[config.mk]
export PLATFORM = sky130hd
export DESIGN_NAME = tinyqv_instr_aligner
export DESIGN_NICKNAME = d
export VERILOG_FILES = /design/src/rtl/tinyqv_instr_aligner.sv
export SDC_FILE = /design/constraint.sdc
export NUM_CORES = 1
export LEC_CHECK = 0
export CORE_ASPECT_RATIO = 1.75
export CORE_MARGIN = 2
export CORE_UTILIZATION = 30
export CTS_BUF_LIST = sky130_fd_sc_hd__clkbuf_16
export DETAILED_ROUTE_END_ITERATION = 6
export PLACE_DENSITY = 0.51
export SYNTH_ARGS = -nofsm -noshare
export SYNTH_HDL_FRONTEND = slang
export SYNTH_SLANG_ARGS = --single-unit
[constraint.sdc]
create_clock -name clk -period 11.7 [get_ports clk]
set_clock_uncertainty 0.15 [all_clocks]
set_input_delay 1.17 -clock clk [delete_from_list [all_inputs] [get_ports clk]]
set_output_delay 1.17 -clock clk [all_outputs]
set_load 0.05 [all_outputs]
[src/rtl/tinyqv_instr_aligner.sv]
// rtl/tinyqv_instr_aligner.sv - halfword alignment buffer between TinyQV fetch and decode
// Optional same-cycle bypass of an empty buffer is enabled by defining TQV_ALIGNER_BYPASS_EN.
module tinyqv_instr_aligner #(
  parameter int FETCH_HW = 2,
  parameter int DEPTH_HW = 8,
  parameter int PC_BITS  = 24
) (
  input  logic                      clk,
  input  logic                      rst,
  input  logic                      flush,
  input  logic [PC_BITS-2:0]        flush_pc,
  input  logic                      fetch_valid,
  output logic                      fetch_ready,
  input  logic [16*FETCH_HW-1:0]    fetch_data,
  output logic                      instr_valid,
  input  logic                      instr_ready,
  output logic [31:0]               instr,
  output logic [1:0]                instr_len,
  output logic [PC_BITS-2:0]        instr_pc,
  output logic [$clog2(DEPTH_HW):0] level
);
  localparam int AW = $clog2(DEPTH_HW);
  localparam int LW = AW + 1;
  localparam int PW = PC_BITS - 1;
  localparam logic [LW-1:0] DEPTH_L = LW'(DEPTH_HW);
  localparam logic [LW-1:0] FETCH_L = LW'(FETCH_HW);

  logic [15:0]   r_mem [DEPTH_HW];
  logic [AW-1:0] r_rd;
  logic [AW-1:0] r_wr;
  logic [LW-1:0] r_count;
  logic [PW-1:0] r_pc;
  logic          r_drop;

  logic [31:0] w_beat;
  logic [31:0] w_shift;
  logic [15:0] w_h0;
  logic [15:0] w_h1;
  logic        w_buf_comp;
  logic        w_buf_valid;
  logic        w_bp_comp;
  logic        w_bp_ok;
  logic        w_bp_take;
  logic [1:0]  w_buf_len;
  logic [1:0]  w_bp_len;
  logic [1:0]  w_len;
  logic [1:0]  w_skip;
  logic [1:0]  w_nwr;
  logic        w_push;
  logic        w_pop;
  logic        w_pop_buf;

  assign w_beat      = 32'(fetch_data);
  assign w_h0        = r_mem[r_rd];
  assign w_h1        = r_mem[r_rd + AW'(1)];
  assign w_buf_comp  = (w_h0[1:0] != 2'b11);
  assign w_buf_valid = ((r_count >= LW'(1)) && w_buf_comp) || ((r_count >= LW'(2)) && !w_buf_comp);
  assign w_buf_len   = w_buf_comp ? 2'd1 : 2'd2;
  assign w_bp_comp   = (w_beat[1:0] != 2'b11);
  assign w_bp_len    = w_bp_comp ? 2'd1 : 2'd2;

`ifdef TQV_ALIGNER_BYPASS_EN
  // A 32-bit instruction can only bypass when the whole of it arrives in one beat.
  assign w_bp_ok = (r_count == '0) && !r_drop && fetch_valid && !flush &&
                   (w_bp_comp || (FETCH_HW == 2));
`else
  assign w_bp_ok = 1'b0;
`endif

  assign instr_valid = w_buf_valid || w_bp_ok;
  assign w_len       = w_bp_ok ? w_bp_len : w_buf_len;
  assign instr_len   = w_len;
  assign instr_pc    = r_pc;
  assign level       = r_count;

  always_comb begin
    instr = 32'h0000_0000;
    if (w_bp_ok) begin
      instr = w_bp_comp ? {16'h0000, w_beat[15:0]} : w_beat;
    end else begin
      instr = w_buf_comp ? {16'h0000, w_h0} : {w_h1, w_h0};
    end
  end

  // Space is judged on the registered count only; a pop this cycle frees room next cycle.
  assign fetch_ready = ((DEPTH_L - r_count) >= FETCH_L) && !flush;

  assign w_push    = fetch_valid && fetch_ready;
  assign w_pop     = instr_valid && instr_ready;
  assign w_pop_buf = w_buf_valid && instr_ready;
  assign w_bp_take = w_bp_ok && instr_ready;

  // Leading halfwords of the beat that are not stored: a misaligned redirect target
  // or an instruction already handed straight to the decoder.
  assign w_skip  = r_drop ? 2'd1 : (w_bp_take ? w_bp_len : 2'd0);
  assign w_nwr   = 2'(FETCH_HW) - w_skip;
  assign w_shift = w_beat >> {w_skip, 4'b0000};

  always_ff @(posedge clk) begin
    if (rst) begin
      r_rd    <= '0;
      r_wr    <= '0;
      r_count <= '0;
      r_pc    <= '0;
      r_drop  <= 1'b0;
    end else if (flush) begin
      r_rd    <= '0;
      r_wr    <= '0;
      r_count <= '0;
      r_pc    <= flush_pc;
      r_drop  <= (FETCH_HW == 2) && flush_pc[0];
    end else begin
      if (w_push) begin
        r_wr   <= r_wr + AW'(w_nwr);
        r_drop <= 1'b0;
      end
      if (w_pop_buf) begin
        r_rd <= r_rd + AW'(w_len);
      end
      if (w_pop) begin
        r_pc <= r_pc + PW'(w_len);
      end
      r_count <= r_count + (w_push ? LW'(w_nwr) : LW'(0)) - (w_pop_buf ? LW'(w_len) : LW'(0));
    end
  end

  always_ff @(posedge clk) begin
    if (!rst && w_push) begin
      for (int k = 0; k < FETCH_HW; k++) begin
        if (2'(k) < w_nwr) begin
          r_mem[r_wr + AW'(k)] <= w_shift[16*k +: 16];
        end
      end
    end
  end

endmodule

== Yosys cells after proc, flatten, opt, wreduce, memory -nomap -nowiden ==
Memory sizes are Yosys's and may differ from the RTL's. A register that Yosys moved wholly into a read port is not among the register bits.
Index checks and enable logic that the tools add are counted.
W data, S select, Z words.
Cells by class
  add/subtract/negate cells: 9
  $lt $le $gt $ge: 5
  equal/unequal tests: 1
  shifts and indexed selects: 1
  muxes and demuxes: 17
  reduce and logical (&&, ||, !) cells: 13
Operators by type and width (count)
  $mux W23: 2
  $mux W32: 1
  $shr A32 B5 Y32: 1
  $add A23 B2 Y23: 1
  $mux W1: 9
  $ge A4 B2 Y1 const B: 2
  $add A3 B1 Y3 const B: 2
  $add A3 B2 Y3: 2
  $logic_and A1 B1 Y1: 6
  $mux W2: 3
  $mux W3: 2
  $add A4 B2 Y4: 1
  $ge A4 B1 Y1 const B: 1
  $lt A1 B2 Y1 const A: 2
  $reduce_bool A2 Y1: 2
  $sub A4 B2 Y4: 1
  $sub A4 B4 Y4 const A: 1
  $logic_not A1 Y1: 3
  $ne A2 B2 Y1 const B: 1
  $reduce_or A2 Y1: 1
  $sub A2 B1 Y2 const A: 1
  $logic_or A1 B1 Y1: 1
Word-level totals
  register bits: 34
  bits in writable memories: 128
  bits of input ports: 60
  logic and storage cells: 52
  memories kept: 1
Memory list
  r_mem: depth 8, width 16, rd ports 2, clocked after memory_dff 1, wr ports 2, line 28  | logic [15:0] r_mem [DEPTH_HW];

== Longest topological paths before layout ==
  depth in word-level cells: 7
  depth in mapped cells: 16
  mapped depth without buffers: 13

== Worst setup path before layout ==
No wires, ideal clock.
  path type: register -> register
  start point: register with a tool-made name
  end point: register r_pc[12], in the netlist instr_pc[12]
  arrival time: 3936 ps
  setup slack: 7499 ps
  cell stages (with the launch flop): 17
  buffers on the path: 4
  cells stage by stage: dfxtp_1 buf_4 mux4_2 mux2i_1 inv_2 nand2_1 buf_2 buf_1 ha_1 inv_1 fa_1 and4b_1 clkbuf_1 nand2_1 nor4_1 a2111oi_0 a2111oi_0
RTL lines
  end signal, assigned: line 110  | r_pc <= flush_pc;
  end signal, assigned: line 121  | r_pc <= r_pc + PW'(w_len);
  end, declared: line 32  | logic [PW-1:0] r_pc;

==> results.md <==
* Synth top area share at a little over a third
* Peak supply drop at approximately 110 uV
* Gr ovfl total at 0
* Initial core utilization at a little over 30%
* DRT antenna net count at 0
* Most used DFF post-synth: edfxtp_1
* Slew headroom at between 20% and 30%
* Register area share after synthesis at between 40% and 50%
* RSZ-0062 raised after global routing: no
* Clock Tree Root: clkbuf_16
* CTS Hold Bufs at 0
* Worst hold start: instr_pc[22]
* Clk Latency, worst-skew pair at 440 ps
* H-tree Lvls at 4
* CTS Buf Count at 17
* Clock power frac at between 20% and 30%
* Die width at ~150 um
* Post-layout min period at between 6000 and 7000 ps
* DR vias at 7,532
* Clock-pin slew on the worst setup and hold paths at roughly 70 ps
* Post-Layout Inst Area at 12,800 um2
* Number of port buffers at about 120
* DIE AREA at 36,800 um2
* Clock buffer depth at 2
* Library cells used by synthesis at 64
* Final hold vios at 0
* P_sw at a little over 0.7 mW
* Worst EP required at 10,380 ps
* Post-Place Setup Slack at between 5000 and 6000 ps
* Final wirelength at 32,300 um
* Fin. max-slew vios at 0
* Switch share at 36.1%
* WL/cell at roughly 23 um
* Class of the tightest hold or removal check: reg2reg
* Global-route wire length before repair at just under 50,000 um
* Async S/R FF share, synth at 0%
* DR iter-0 viols at 437
* Chip height at 252 um
* Cell Area, Placed at between 10,000 and 15,000 um2
* Row cnt at 91
* Largest net degree at the start of global routing at 51
* Crit. End Element: output pin
* F_max at between 150 and 200 MHz
* Endpoint, Worst Hold: instr_pc[22]
* Top cells by area, synth: edfxtp_1 36%, mux4_2 14%, mux2_2 11%, dfxtp_1 7.0%, mux2_4 2.8%
* DP Cell Count at 1,355
* Area growth syn-to-layout at 21.3%
* Worst EP arrival at a little under 5000 ps
* Fin crit share at roughly 54%
* Critical path startpoint category: flop
* Vias in the first global route at 7,924
* Synth Instances at between 800 and 900
* Drt first pass iters at 4
* CTS tree: done
* Hold Path Depth at 2
* Syn nets at just under 900
* DP HPWL at between 20,000 and 25,000 um
* Seq pwr share at between 30% and 40%
* Number of enable flip-flop cells after synthesis at between 100 and 150
* Syn. warnings at 0
* Gr usage total at 17.8%
* Initial antenna violation count at 1
* Status: completed
* RR Endpoint: instr_pc[12]
* Most frequent cells in the layout: 128 x edfxtp_1, 121 x clkdlybuf4s50_1, 102 x mux2_2, 64 x mux4_2, 57 x nand2_1
* Leak at ~4.2 nW
* Synthesized area per cell at between 10 and 15 um2
* Yosys top cell by area: edfxtp_1
* Pwr per Cell Area at ~160 nW/um2
* R2r setup slk at 5830 ps
* R2r worst-path depth at 12
* Post-CTS setup buffer count at 0
* Max Cap Viol at 0
* Worst setup margin at 5410 ps
* Worst slew pin tran at about 1100 ps
* Mapped Area at between 10,000 and 15,000 um2
* Non-Filler Instances at roughly 1,400
* Power Internal at ~1.3 mW
* Synth Register Bits at around 170
* Post-cts sizing count at 0
* Vias per cell at about 5.4
* Worst Path Max Fanout at 32
* Setup_tns at 0 ps
* DRC at 0
* Final net count at 990
* Setup CP Type: reg2out
* Routability cong. at between 0.8 and 0.9
* Worst hold slack at 404 ps
* CTS Sinks at between 150 and 200
* Commonest non-fill, non-tap cell in the layout: edfxtp_1
* Ports at roughly 120
* Share of layout cells above drive strength 1 at 30.4%
* Core ar. at 35,000 um2
* Final setup viols at 0
* Logic pwr share at 36.2%
[through the flow]
step	utilization [%]	total power, mW
2_1_floorplan	-	1.22
3_3_place_gp	35.0	1.44
3_5_place_dp	35.0	1.44
4_1_cts	36.7	2.02
5_1_grt	36.7	2.08
6_report	36.7	1.99
[flip-flops by register name, indices dropped and copies added, names as in the netlist, named ones only]
signal    count
r_mem       128
instr_pc     23
level         4
r_rd          3
r_wr          3
r_drop        1
[critical path, cell delays in order (launching register included)]
cell	delay, ps
dfxtp_2	1040
mux4_2	630
mux2i_2	630
inv_2	280
nand2_2	790
or3_1	210
a21bo_2	130
clkdlybuf4s50_1	790
[area by class of cell]
type                       instances  area, um2
multi-input combinational        557       5610
clock buffer                      17        425
antenna                            1       2.50
sequential                       165       4590
timing repair buffer             140       1350
tap                              465        582
inverter                          28        105
clock inverter                    15        155
fill                            3448      22100
[power by group through the flow]
stage / registers (mW) / logic [mW] / clock network (mW)
final: 0.699 / 0.721 / 0.570
after global routing: 0.702 / 0.775 / 0.604
after floorplan: 0.730 / 0.488 / 0
after CTS: 0.699 / 0.732 / 0.584
after global placement: 0.712 / 0.726 / 0
after detailed placement: 0.712 / 0.728 / 0
[worst max path at each step]
stage,start,to,slack (ps),depth (start not counted)
CTS,flop,instr_valid,5330,7
floorplan,flop,instr_pc[12],7500,16
detailed placement,flop,instr_pc[12],5810,12
finish,flop,instr_valid,5410,7
global placement,flop,instr_valid,5860,7
global route,flop,instr_len[1],5190,6
[per-layer routing]
metal	share of wire, %	GRT usage [%]	vias up	wire [um]
met1	40	21.1	3829	13100
li1	-	-	3398	-
met2	52	31.8	250	16900
met4	2.6	6.67	2	833
met3	4.8	3.21	53	1550
met5	0.037	0	-	12
[synthesized netlist by cell type (all sizes together), types with 4 or more instances]
cell type,count
a2111oi,31
a211o,5
a21o,10
a21oi,33
a31oi,10
and2,4
and3,4
and4,6
buf,33
clkbuf,27
dfxtp,37
edfxtp,128
fa,5
ha,16
inv,28
mux2,142
mux4,64
nand2,58
nand3,13
nand4,15
nor2,43
nor2b,9
nor3,16
nor4,9
o211ai,6
o21ai,13
or3,4
xnor2,6
[cells by family (layout without fill, tap and decap cells)]
| kind of cell | Yosys count | after routing | share of synthesized area (%) |
|---|---|---|---|
| XOR/XNOR | 8 | 8 | 0.663 |
| other | 0 | 1 | 0 |
| adder cells (fa/ha/maj) | 21 | 21 | 2.84 |
| AND/OR/NAND/NOR | 191 | 191 | 9.03 |
| AO/OA/AOI/OAI | 129 | 129 | 10.5 |
| flip-flops | 165 | 165 | 43.4 |
| buffers and inverters | 88 | 200 | 3.86 |
| multiplexers | 208 | 208 | 29.7 |
Note: power is estimated with default switching activity, not from simulation.
